[config.mk]
export PLATFORM = sky130hd
export DESIGN_NAME = multiplier_pipelined_param
export DESIGN_NICKNAME = d
export VERILOG_FILES = /design/src/rtl/multiplier_pipelined_param.sv
export SDC_FILE = /design/constraint.sdc
export NUM_CORES = 2
export LEC_CHECK = 0
export ABC_CLOCK_PERIOD_IN_PS = 16400
export CAP_MARGIN = 20
export CORE_MARGIN = 10
export CORE_UTILIZATION = 65
export CTS_BUF_LIST = sky130_fd_sc_hd__clkbuf_4 sky130_fd_sc_hd__clkbuf_8
export DETAILED_ROUTE_END_ITERATION = 7
export PLACE_DENSITY = 0.9
export SLEW_MARGIN = 5
export SYNTH_ARGS = -nofsm -noshare
export SYNTH_HDL_FRONTEND = slang
export SYNTH_SLANG_ARGS = --single-unit
[constraint.sdc]
create_clock -name clk -period 16.4 [get_ports clk]
set_input_delay 2.46 -clock clk [delete_from_list [all_inputs] [get_ports clk]]
set_output_delay 2.46 -clock clk [all_outputs]
set_load 0.05 [all_outputs]
[src/rtl/multiplier_pipelined_param.sv]
// multiplier_pipelined_param: limb-split pipelined multiplier with valid/ready flow control.
// Define MUL_SIGNED_EN to honour is_signed (two's-complement mode); otherwise every product is unsigned.
module multiplier_pipelined_param #(
    parameter int WIDTH  = 32,
    parameter int CHUNK  = 11,
    parameter int STAGES = 3
) (
    input  logic               clk,
    input  logic               reset,
    input  logic               in_valid,
    output logic               in_ready,
    input  logic [WIDTH-1:0]   a,
    input  logic [WIDTH-1:0]   b,
    input  logic               is_signed,
    output logic               out_valid,
    input  logic               out_ready,
    output logic [2*WIDTH-1:0] r
);
    localparam int N  = (WIDTH + CHUNK - 1) / CHUNK;
    localparam int PW = N * CHUNK;
    localparam int PP = 2 * CHUNK;
    localparam int CW = PP + $clog2(N);
    localparam int NC = 2 * N - 1;
    localparam int RW = 2 * WIDTH;
    localparam int D  = STAGES - 2;

    logic          stall, ld1, ld2, ld3;
    logic [PW-1:0] ax, bx;
    logic [RW-1:0] acc, res;
    logic          v1_d, v1_q, v2_d, v2_q;
    logic [PP-1:0] pp_d [N*N];
    logic [PP-1:0] pp_q [N*N];
    logic [CW-1:0] col_s [NC];
    logic [CW-1:0] col_d [NC];
    logic [CW-1:0] col_q [NC];
    logic [RW-1:0] dr_d [D];
    logic [RW-1:0] dr_q [D];
    logic          dv_d [D];
    logic          dv_q [D];
`ifdef MUL_SIGNED_EN
    logic [WIDTH-1:0] na, nb;
    logic             neg1_d, neg1_q, neg2_d, neg2_q;
`else
    logic unused_is_signed;
    assign unused_is_signed = is_signed;
`endif

    assign out_valid = dv_q[D-1];
    assign r         = dr_q[D-1];
    assign stall     = out_valid && !out_ready;
    assign in_ready  = !stall;
    assign ld1       = in_ready && in_valid;
    assign ld2       = in_ready && v1_q;
    assign ld3       = in_ready && v2_q;

    always_comb begin
        ax = PW'(a);
        bx = PW'(b);
`ifdef MUL_SIGNED_EN
        na = -a;
        nb = -b;
        if (is_signed && a[WIDTH-1]) ax = PW'(na);
        if (is_signed && b[WIDTH-1]) bx = PW'(nb);
        neg1_d = ld1 ? is_signed && (a[WIDTH-1] ^ b[WIDTH-1]) : neg1_q;
        neg2_d = ld2 ? neg1_q : neg2_q;
`endif
        v1_d = stall ? v1_q : in_valid;
        v2_d = stall ? v2_q : v1_q;
        for (int i = 0; i < N; i++)
            for (int j = 0; j < N; j++)
                pp_d[i*N+j] = ld1 ? PP'(ax[i*CHUNK +: CHUNK]) * PP'(bx[j*CHUNK +: CHUNK]) : pp_q[i*N+j];
        for (int k = 0; k < NC; k++) col_s[k] = '0;
        for (int i = 0; i < N; i++)
            for (int j = 0; j < N; j++)
                col_s[i+j] = col_s[i+j] + CW'(pp_q[i*N+j]);
        for (int k = 0; k < NC; k++) col_d[k] = ld2 ? col_s[k] : col_q[k];
        // Columns overlap by CHUNK bits; the RW-bit accumulator truncates the carry-out modulo 2^RW.
        acc = '0;
        for (int k = 0; k < NC; k++) acc = acc + (RW'(col_q[k]) << (k * CHUNK));
`ifdef MUL_SIGNED_EN
        res = neg2_q ? -acc : acc;
`else
        res = acc;
`endif
        dv_d[0] = stall ? dv_q[0] : v2_q;
        dr_d[0] = ld3 ? res : dr_q[0];
        for (int k = 1; k < D; k++) begin
            dv_d[k] = stall ? dv_q[k] : dv_q[k-1];
            dr_d[k] = (in_ready && dv_q[k-1]) ? dr_q[k-1] : dr_q[k];
        end
    end

    always_ff @(posedge clk or posedge reset) begin
        if (reset) begin
            v1_q <= 1'b0;
            v2_q <= 1'b0;
            for (int k = 0; k < N*N; k++) pp_q[k] <= '0;
            for (int k = 0; k < NC; k++) col_q[k] <= '0;
            for (int k = 0; k < D; k++) begin
                dv_q[k] <= 1'b0;
                dr_q[k] <= '0;
            end
`ifdef MUL_SIGNED_EN
            neg1_q <= 1'b0;
            neg2_q <= 1'b0;
`endif
        end else begin
            v1_q <= v1_d;
            v2_q <= v2_d;
            for (int k = 0; k < N*N; k++) pp_q[k] <= pp_d[k];
            for (int k = 0; k < NC; k++) col_q[k] <= col_d[k];
            for (int k = 0; k < D; k++) begin
                dv_q[k] <= dv_d[k];
                dr_q[k] <= dr_d[k];
            end
`ifdef MUL_SIGNED_EN
            neg1_q <= neg1_d;
            neg2_q <= neg2_d;
`endif
        end
    end
endmodule

; Word-level counts from Yosys, hierarchy flattened
; Cells that the tools add are included.
[classes]
addsub = 8
mul = 9
n_reduce_logical = 6
[ops]
columns = op, n
row1 = 11-bit by 11-bit multiplier with 22-bit output, 4
row2 = 58-bit by 64-bit adder with 64-bit output, 1
row3 = 47-bit by 57-bit adder with 58-bit output, 1
row4 = 36-bit by 46-bit adder with 47-bit output, 1
row5 = 10-bit by 11-bit multiplier with 21-bit output, 2
row6 = 11-bit by 10-bit multiplier with 21-bit output, 2
row7 = 22-bit by 35-bit adder with 36-bit output, 1
row8 = 23-bit by 21-bit adder with 24-bit output, 1
row9 = 21-bit by 22-bit adder with 23-bit output, 1
row10 = 22-bit by 22-bit adder with 23-bit output, 1
row11 = 21-bit by 21-bit adder with 22-bit output, 1
row12 = 10-bit by 10-bit multiplier with 20-bit output, 1
row13 = 1-bit logical AND, 4
row14 = 1-bit logical NOT, 2
[word_totals]
reg_bits = 373
input_bits = 69
output_inout_bits = 66
word_cells = 41

; Logic depth before layout (Yosys ltp)
[depth]
depth_word = 4
depth_mapped = 23
depth_no_buf = 22

; Worst setup path after synthesis
; OpenSTA, ideal clock, no wires.
[synth_timing]
path_type = input to register
startpoint = in b[23]
endpoint = reg pp_q[86] (netlist bit)
setup_ps = 133
arrival_time_ps = 7493
required_time_ps = 16267
slack_ps = 8774
path_stages = 22
path_buffers = 1
path_cell_list = clkbuf_1 nand2_1 fa_1 inv_1 fa_1 inv_1 fa_1 inv_1 fa_1 inv_1 fa_1 inv_1 ha_1 o21a_1 nor2_1 a211oi_1 o31ai_1 o21ai_0 or4_1 a31oi_1 xnor2_1 o21ai_0
[synth_between]
elab_chain_len = 1
[synth_lines]
columns = element, line_no
row1 = from (decl), 13  ; input logic [WIDTH-1:0] b,
row2 = 11-bit by 10-bit multiplier with 21-bit output, 71  ; pp_d[i*N+j] = ld1 ? PP'(ax[i*CHUNK +: CHUNK]) * PP'(bx[j*CHUNK +: CHUNK]) : pp_q[i*N+j];
row3 = to (decl), 32  ; logic [PP-1:0] pp_q [N*N];
; No other way between the ends.
; A chain may end at the register's enable or synchronous reset.

; Worst setup path in the final report
[layout_timing]
startpoint = in b[6]
endpoint = reg pp_q[64] (netlist bit)
[layout_between]
elab_chain_len = 1
[layout_lines]
columns = element, line_no
row1 = 10-bit by 11-bit multiplier with 21-bit output, 71
; No other way between the ends.

==> results.ini <==
[floorplanning]
die_area_sq_um=93000
rows=104
die_x_microns=305
die_h_microns=305
io_pins=135
start_util=0.655
coreArea_sq_um=80500

[synthesis]
synthAdderAreaFrac=0.420
synth_top_family_by_area=adder cells
syn-cell-area_sq_um=52800
ys_seq_area_frac=0.175
postSynthRegisterBits=369
synth_mux_area_frac=0.00251
avgSynthCellArea_sq_um=8.80
synthSimpleGateAreaFrac=0.185
ys_warn_count=0
synth_compound_area_frac=0.0953
synth_cells=5996
synthXorXnorAreaFrac=0.0400
ys_types=69
synth-edff-count=0
synth_nets=7423
ys.flop_type=dfrtp_1
async_reset_ff_frac=1.00

[global_route]
grt_pass1_vias=44400
grt_usage=0.291
grt_pass1_wl_microns=224000
overflow=0
grt_antenna_before_repair=10
grt_start_max_net_pins=212

[route]
dr.pass1.iters=6
routed-wl-met2_microns=61100
wl_met3_microns=14700
drc=0
routed_wl_microns=135000
vias_per_cell=5.98
drtIter0Drc=3702
vias=42400
antenna_left=0
highest-signal-layer=met5
wl_met1_microns=53400
wl_per_cell_microns=19.1

[sta]
max_slew.worst_pin.slew_ns=1.16
max_freq_mhz=116
max_slew_margin=0.218
finalCriticalPeriod_ns=8.60
rsz0062_at_grt=no
fin_skew_ns=0.0369
period_share=0.525
fin_hold_ws_ns=0.464
final.setup.tns_ns=0
slew_viol_final=0
hold_viol=0
setup_viol=0

[power]
internal_power_mw=5.17
seqPwrFrac=0.153
max-vdd-ir-drop_mv=0.135
pwr-share-clk=0.092
switchingPower_mw=5.66
p_leak_nw=29.5
p_comb_frac=0.755
power_per_cell_area_nw_per_um2=192
p_sw_frac=0.523

[setup_path]
crit_family=adder cells
critical_path_required_ns=16.91
cp_slowest_stage_delay_ns=0.68
worstSetupPathType=input port to register
critPathSlowestCell=a2111oi_0
end_kind=register
path_max_fanout=32
start_kind=input port
path_cells=clkdlybuf4s50_1 -> buf_4 -> nand2_1 -> fa_1 -> inv_1 -> fa_1 -> inv_1 -> fa_1 -> inv_1 -> fa_1 -> inv_1 -> fa_1 -> inv_1 -> ha_1 -> a2111oi_0 -> o31ai_1 -> o41ai_2 -> o2111ai_1 -> a31oi_1 -> xnor2_1 -> o21ai_0
critical_path_buf_inv_count=7
arrival_ns=9.11

[place]
portBuffers=133
dp_hpwl_microns=98300
gp_congestion=0.917

[cells_and_area]
areaGrowthSynthToFinish_pct=6.92
mostFrequentLayoutCell=nand2_1
nNetsFinal=7403
layout_common_cells=nand2_1 (1054), inv_1 (856), fa_1 (689), ha_1 (669), and2_1 (586)
layout-drive-gt1-share=0.0369

[clock_tree]
cts_setup_buffers=0
numCtsBuffers=66
tritoncts=yes
clock_sinks=369
cts_max_path_buffers=3
cts_resized=0
clk_pin_slew_ns=0.07
htreeDepth=3
holdBufCountCts=0
ctsRootBufferMaster=clkbuf_8
clock_latency_ns=0.68

[run]
cap_violations=0

[run_status]
status=complete, no violations

[hold_path]
holdCritPathClass=register to register

metal layers:
metal	vias to the layer above	track usage
met4	6	0.120
met5	-	0
met2	2201	0.462
met1	20700	0.380
li1	19000	-
met3	462	0.0688
worst min-delay path: stages (launching register included):
cell and delay (ns):
dfrtp_1 0.34, nand2_1 0.05, nand2_1 0.05
flip-flops by register name, indices dropped and copies added (netlist names):
name       count
out_valid      1
r             64
v1_q           1
col_q        110
pp_q         192
v2_q           1
final timing paths:
kind / start / endpoint / slack (ns) / depth (start not counted)
setup / recovery: b[6] / pp_q[64] / 7.80 / 21
hold / removal: pp_q[176] / col_q[96] / 0.46 / 2
setup reg to reg: pp_q[48] / col_q[66] / 12.12 / 12
hold reg to reg: pp_q[176] / col_q[96] / 0.46 / 2
max in group asynchronous: reset / pp_q[107] / 11.76 / 4
min in group asynchronous: reset / col_q[16] / 2.31 / 2
cell usage after synthesis (all sizes together) (9+ instances only):
cell     number  share of area
o21a         30         0.0043
inv         857          0.061
nor3b        11         0.0016
and3         18         0.0021
a21o         94          0.013
o211ai       16         0.0023
mux2         10         0.0021
nand2      1057          0.075
xor2        124          0.021
xnor2       117          0.019
and2        588          0.070
fa          689           0.26
nor2        118         0.0084
a31oi        27         0.0032
nand4        16         0.0019
nor2b        21         0.0025
nand3        70         0.0066
nand2b       28         0.0033
ha          669           0.16
o21bai       28         0.0040
or3          19         0.0023
o31ai        28         0.0040
a21oi       165          0.016
nor3         60         0.0057
a2111oi      11         0.0020
a211oi       20         0.0028
clkbuf      286          0.020
dfrtp       369           0.18
or2           9         0.0011
o21ai       322          0.031
cell families (layout without fill, tap and decap cells):
group	count (synthesis)	count (layout)
simple gates	2047	2047
buf+inv	1151	1177
other cells	0	1
flops	369	369
mux	12	12
compound gates	818	818
xor+xnor	241	241
fa+ha+maj	1358	1358
stage by stage:
step,total power [mW],instances,cell area [sq um],util,worst slack [ns]
finish,10.8,7083,56400,0.700,7.80
global route,11.9,7083,56400,0.700,7.59
CTS,10.7,7081,56400,0.700,7.94
detailed placement,9.57,6967,54900,0.681,7.37
global placement,9.20,6967,54900,0.681,7.56
floorplan,7.51,5996,52800,-,3.69
power by group through the flow:
| stage | Sequential (mW) | Combinational [mW] | Clock, mW |
|---|---|---|---|
| global placement | 1.64 | 7.56 | 0 |
| detailed placement | 1.66 | 7.91 | 0 |
| finish | 1.66 | 8.17 | 1.00 |
| CTS | 1.65 | 8.03 | 1.01 |
| global route | 1.71 | 9.11 | 1.05 |
| floorplan | 1.81 | 5.70 | 0 |
area by class of cell:
type                       instances  area, sq um
multi-input combinational       4476        39200
fill                            5724        24100
sequential                       369         9230
inverter                         857         3220
timing repair buffer             206         1900
tap                             1060         1330
clock buffer                      98         1270
clock inverter                    16          225
antenna                            1         2.50
No activity file was read; power rests on OpenSTA's default activity.
